File: src/rtl/game_timer_bcd.sv
// Three-digit BCD game clock for the overlay time field: 1 s prescaler on vga_clk,
// start/stop/clear/preload control, up or down counting with a sticky expiry flag.

// One BCD digit of the counting chain; steps by one when cin is set, cout on wrap.
module game_timer_bcd_digit (
  input  logic [3:0] d,
  input  logic       cin,
  input  logic       dn,
  output logic [3:0] q,
  output logic       cout
);
  always_comb begin
    q    = d;
    cout = 1'b0;
    if (cin) begin
      if (dn) begin
        if (d == 4'd0) begin
          q    = 4'd9;
          cout = 1'b1;
        end else begin
          q = d - 4'd1;
        end
      end else begin
        if (d >= 4'd9) begin
          q    = 4'd0;
          cout = 1'b1;
        end else begin
          q = d + 4'd1;
        end
      end
    end
  end
endmodule

module game_timer_bcd #(
  parameter int CLK_FREQ = 25_000_000,
  parameter int PRE_W    = $clog2(CLK_FREQ)
) (
  input  logic        vga_clk,
  input  logic        sys_rst_n,
  input  logic        start,
  input  logic        stop,
  input  logic        clear,
  input  logic        load_en,
  input  logic [11:0] load_value,
  input  logic        count_dn,
  output logic [3:0]  time_1s,
  output logic [3:0]  time_10s,
  output logic [3:0]  time_100s,
  output logic        running,
  output logic        sec_tick,
  output logic        expired
);
  localparam int                NDIG     = 3;
  localparam logic [PRE_W-1:0]  PRE_LAST = PRE_W'(CLK_FREQ - 1);

  typedef enum logic [1:0] {IDLE, RUN, PAUSE, DONE} state_t;

  state_t                      state, state_nx;
  logic [PRE_W-1:0]            pre, pre_nx;
  logic [NDIG-1:0][3:0]        dig, dig_nx, dig_step;
  logic [NDIG:0]               cin;
  logic                        dir_q, dir_nx;
  logic                        tick_nx, expired_nx, load_ok;

  function automatic logic [3:0] clamp9(input logic [3:0] n);
    return (n > 4'd9) ? 4'd9 : n;
  endfunction

  function automatic logic at_end(input logic [11:0] v, input logic dn);
    return dn ? (v == 12'h000) : (v == 12'h999);
  endfunction

  // Ripple carry/borrow chain; dig_step is the value one second later.
  assign cin[0] = 1'b1;
  for (genvar i = 0; i < NDIG; i++) begin : g_dig
    game_timer_bcd_digit u_dig (
      .d    (dig[i]),
      .cin  (cin[i]),
      .dn   (dir_q),
      .q    (dig_step[i]),
      .cout (cin[i+1])
    );
  end

  always_comb begin
    state_nx   = state;
    pre_nx     = pre;
    dig_nx     = dig;
    dir_nx     = dir_q;
    tick_nx    = 1'b0;
    expired_nx = expired;
    load_ok    = load_en && (state == IDLE || state == PAUSE);
    if (clear) begin
      state_nx   = IDLE;
      pre_nx     = '0;
      dig_nx     = '0;
      expired_nx = 1'b0;
      dir_nx     = 1'b0;
    end else if (load_ok) begin
      dig_nx = {clamp9(load_value[11:8]), clamp9(load_value[7:4]), clamp9(load_value[3:0])};
      pre_nx = '0;
    end else if (stop && state == RUN) begin
      state_nx = PAUSE;
    end else if (start && (state == IDLE || state == PAUSE)) begin
      // Resuming from PAUSE keeps direction and the partial second.
      if (state == IDLE) begin
        dir_nx = count_dn;
        pre_nx = '0;
      end
      if (at_end(dig, dir_nx)) begin
        state_nx   = DONE;
        expired_nx = 1'b1;
      end else begin
        state_nx = RUN;
      end
    end else if (state == RUN) begin
      if (pre == PRE_LAST) begin
        pre_nx  = '0;
        tick_nx = 1'b1;
        dig_nx  = cin[NDIG] ? dig : dig_step;
        if (at_end(dig_nx, dir_q)) begin
          state_nx   = DONE;
          expired_nx = 1'b1;
        end
      end else begin
        pre_nx = pre + 1'b1;
      end
    end
  end

  always_ff @(posedge vga_clk or negedge sys_rst_n) begin
    if (!sys_rst_n) begin
      state    <= IDLE;
      pre      <= '0;
      dig      <= '0;
      dir_q    <= 1'b0;
      running  <= 1'b0;
      sec_tick <= 1'b0;
      expired  <= 1'b0;
    end else begin
      state    <= state_nx;
      pre      <= pre_nx;
      dig      <= dig_nx;
      dir_q    <= dir_nx;
      running  <= (state_nx == RUN);
      sec_tick <= tick_nx;
      expired  <= expired_nx;
    end
  end

  assign time_1s   = dig[0];
  assign time_10s  = dig[1];
  assign time_100s = dig[2];
endmodule

File: config.mk
export PLATFORM = sky130hd
export DESIGN_NAME = game_timer_bcd
export DESIGN_NICKNAME = d
export VERILOG_FILES = /design/src/rtl/game_timer_bcd.sv
export SDC_FILE = /design/constraint.sdc
export NUM_CORES = 1
export LEC_CHECK = 0
export BUFFER_PORTS_ARGS = -buffer_cell sky130_fd_sc_hd__buf_2
export CELL_PAD_IN_SITES_DETAIL_PLACEMENT = 1
export CELL_PAD_IN_SITES_GLOBAL_PLACEMENT = 1
export CORE_ASPECT_RATIO = 1.5
export CORE_MARGIN = 2
export CORE_UTILIZATION = 42
export CTS_BUF_LIST = sky130_fd_sc_hd__clkbuf_2
export DETAILED_ROUTE_END_ITERATION = 7
export GPL_TIMING_DRIVEN = 0
export PLACE_DENSITY_LB_ADDON = 0.3
export SLEW_MARGIN = 0
export SYNTH_ARGS = -nofsm -noshare
export SYNTH_HDL_FRONTEND = slang
export SYNTH_SLANG_ARGS = --single-unit
File: constraint.sdc
create_clock -name vga_clk -period 2.8 [get_ports vga_clk]
set_clock_uncertainty 0.2 [all_clocks]
set_input_delay 0.56 -clock vga_clk [delete_from_list [all_inputs] [get_ports vga_clk]]
set_output_delay 0.56 -clock vga_clk [all_outputs]
set_load 0.01 [all_outputs]
==> impl_metrics.py <==
metrics = {
    "run_status": {
        "status": "complete, but fails checks",
        "violations": "setup timing",
    },
    "finish": {
        "fin_util": 0.560,
        "fin_nets": 523,
        "drive_above_1_share": 0.328,
        "area_growth_pct": 28.1,
        "fin_cells": 600,
    },
    "floorplanning": {
        "die_width_um": 78.8,
        "initial_core_util": 0.437,
        "core_region_area_mm2": 0.00806,
        "num_io_pins": 34,
        "row_count": 40,
        "die_h_um": 116,
        "die-area_mm2": 0.00915,
    },
    "synthesis": {
        "synth_edf_count": 0,
        "synthMuxAreaShare": 0.0341,
        "synthTopCellsByCount": "47 x nor2_1, 43 x dfrtp_1, 29 x nand2_1, 28 x a21oi_1, 21 x o21ai_0",
        "synth-compound-area-share": 0.221,
        "yosys.area.top_type_share": 0.306,
        "synth_adder_area_share": 0.0391,
        "synth_xor_area_frac": 0.0398,
        "yosys_warnings": 0,
        "async_reset_ff_frac": 1.00,
        "synth_top_family_by_area": "simple AND/OR/NAND/NOR gates",
        "ys_seq_area_frac": 0.306,
        "ys_types": 81,
        "synthTopCellsByArea": "dfrtp_1 31%, nor2_1 5.0%, a21oi_1 4.0%",
        "netlist_area_mm2": 0.00352,
        "synth_ff_type": "dfrtp_1",
        "synth-simple-area-share": 0.317,
        "synth.avg_cell_area_um2": 8.53,
        "synth_seq_cells": 43,
        "yosysMostFrequentCell": "nor2_1",
        "synth_top_cell_by_area": "dfrtp_1",
        "synth_nets": 443,
        "synthCells": 413,
    },
    "clock_network": {
        "worstSkewPairLatency_ns": 0.45,
        "clock_path_buffers": 2,
        "cts.reportedPaths.clkPinSlew_ns": 0.22,
        "numCtsBuffers": 5,
        "htree_levels": 2,
        "clockRootBuffer": "clkbuf_2",
        "holdBufCountCts": 0,
        "cts_tree": "done",
        "clock-sinks": 43,
    },
    "route": {
        "route.antenna.remaining_nets": 0,
        "routed_wl_um": 13300,
        "vias": 3756,
        "drtPass1Iterations": 4,
        "route.detailed.drc": 0,
        "viasPerCell": 6.26,
        "avgRoutedWirePerCell_um": 22.2,
        "drt_iter0_drc": 123,
    },
    "setup_path": {
        "cp_cell_sequence": "inv_2 > ha_4 > or3b_4 > a31oi_4 > nor3_2 > mux4_2 > a211oi_2 > mux2i_2 > buf_4 > o211a_1",
        "r2r_slack_ns": -0.46,
        "r2r_start": "time_10s[0]",
        "crit_buf_inv": 2,
        "cp_data_arrival_time_ns": 3.42,
        "crit_family": "compound AO/OA/AOI/OAI gates",
        "max_stage_delay_ns": 0.57,
        "r2r_cells": 10,
        "crit_path_top_delay_cell": "mux4_2",
        "critPathCaptureType": "register",
        "crit_path_max_fanout": 4,
        "critPathKind": "register to register",
        "critPathRequiredTime_ns": 2.96,
        "cp-start-kind": "register",
        "r2r_end": "running",
    },
    "timing": {
        "worst_pin_slew_ns": 1.00,
        "finalHoldViolCount": 0,
        "period_share": 1.16,
        "rsz0062_at_grt": "true",
        "worst_slack_ns": -0.457,
        "slew_violations": 0,
        "finalSetupViolCount": 5,
        "min_period_ns": 3.26,
        "max_slew_margin": 0.331,
        "fmax_mhz": 307,
    },
    "global_routing": {
        "grt_pass1_wl_um": 20300,
        "grt_pass1_vias": 4003,
        "grt_max_degree": 44,
        "overflow": 0,
        "grt_use_total": 0.290,
        "grt_antenna_before_repair": 1,
    },
    "placement": {
        "dp.cells": 550,
        "dp_hpwl_um": 8820,
        "place.port_buffers": 32,
        "routabilityCongestion": 0.898,
    },
    "pwr": {
        "ir_worst_vdd_mv": 0.250,
        "switching_share": 0.368,
        "p_leak_nw": 1.84,
        "p_clk_frac": 0.219,
        "power.density_cell_area_mw_per_mm2": 373,
        "p_sw_mw": 0.620,
        "seqPwrFrac": 0.395,
        "power_frac_comb": 0.385,
        "p_int_mw": 1.06,
    },
    "min_path": {
        "holdCritPathClass": "primary input to asynchronous set/reset pin",
    },
    "flow_run": {
        "max-cap-violations": 0,
    },
}
## placed cells by master, fill, tap and decap left out, types with 4 or more instances in the layout
cell | Yosys | routed
a21oi_1 | 28 | 26
a31oi_1 | 7 | 6
and3_1 | 8 | 8
buf_2 | 1 | 33
buf_4 | 3 | 37
buf_6 | 2 | 9
clkbuf_1 | 8 | 6
clkbuf_2 | 0 | 6
dfrtp_1 | 43 | 37
dfrtp_2 | 0 | 6
ha_1 | 11 | 4
ha_4 | 0 | 5
inv_1 | 12 | 6
inv_4 | 0 | 4
mux2i_1 | 5 | 4
nand2_1 | 29 | 28
nand2b_1 | 18 | 17
nand3_1 | 17 | 17
nand4_1 | 7 | 7
nor2_1 | 47 | 46
nor3_1 | 16 | 12
nor3_2 | 1 | 4
nor3b_1 | 4 | 4
nor4b_1 | 4 | 4
o2111ai_2 | 0 | 4
o21ai_0 | 21 | 21
o31ai_1 | 7 | 5
or3_1 | 6 | 6
xnor2_1 | 10 | 10
xor2_1 | 6 | 6
## power groups by stage
| stage | Sequential, mW | Clock [mW] | Combinational, mW |
|---|---|---|---|
| finish | 0.665 | 0.369 | 0.649 |
| global route | 0.668 | 0.395 | 0.686 |
| CTS | 0.664 | 0.387 | 0.589 |
| detailed placement | 0.678 | 0 | 0.454 |
| global placement | 0.676 | 0 | 0.446 |
| floorplan | 0.676 | 0 | 0.305 |
## timing repair
item | 4_1_cts | 5_1_grt
buffers inserted | 37 | 7
hold endpoints to repair | 0 | 0
pin swaps | 16 | 7
cloned | 1 | 0
resized for setup | 43 | 20
setup endpoints to repair | 31 | 30
## logic make-up (layout without fill, tap and decap cells)
family,Yosys count,after routing
XOR/XNOR,16,16
flip-flops,43,43
multiplexers,10,10
other,0,1
AO/OA/AOI/OAI,109,110
AND/OR/NAND/NOR,195,195
adder cells (fa/ha/maj),11,11
buffers and inverters,29,109
## layer usage
| metal | track usage | share of wire | vias to the layer above |
|---|---|---|---|
| met1 | 0.285 | 0.35 | 1879 |
| li1 | - | - | 1704 |
| met4 | 0.211 | 0.062 | 0 |
| met2 | 0.549 | 0.55 | 114 |
| met5 | 0 | 0 | - |
| met3 | 0.0402 | 0.031 | 59 |
## worst max-delay path by stage
| stage | start | end | slack, ns | depth (start not counted) |
|---|---|---|---|---|
| finish | time_10s[0] | running | -0.46 | 10 |
| CTS | time_100s[0] | running | -0.19 | 11 |
| floorplan | time_100s[0] | expired | -0.04 | 9 |
| global route | time_10s[0] | running | -0.49 | 11 |
| global placement | time_1s[0] | expired | -0.57 | 9 |
| detailed placement | time_1s[0] | expired | -0.63 | 9 |
## stage by stage
| step | setup TNS (ns) | hold slack, ns | area (um2) | power [mW] | worst slack (ns) |
|---|---|---|---|---|---|
| after CTS | -0.459 | 0.0377 | 4390 | 1.64 | -0.195 |
| after detailed placement | -6.56 | 0.304 | 3850 | 1.13 | -0.627 |
| after floorplan | -0.0552 | 0.0644 | 3550 | 0.981 | -0.0406 |
| final | -1.46 | 0.0344 | 4510 | 1.68 | -0.457 |
| after global placement | -5.56 | 0.291 | 3850 | 1.12 | -0.570 |
| after global routing | -1.68 | 0.0871 | 4510 | 1.75 | -0.490 |
## flip-flops by register name, indices dropped and copies added, names as in the netlist
name       count
dir_q          1
expired        1
pre           25
running        1
sec_tick       1
state          2
time_100s      4
time_10s       4
time_1s        4
## layout make-up
cell class	count	area [um2]
fillers	962	3550
multi-input cells	342	2570
flip-flops and latches	43	1080
repair buffers	73	494
well taps	105	131
plain buffers	15	100
inverters	13	60.1
clock inverters	3	43.8
clock buffers	5	25.0
diodes	1	2.50
Power figures use the tool's default switching activity.
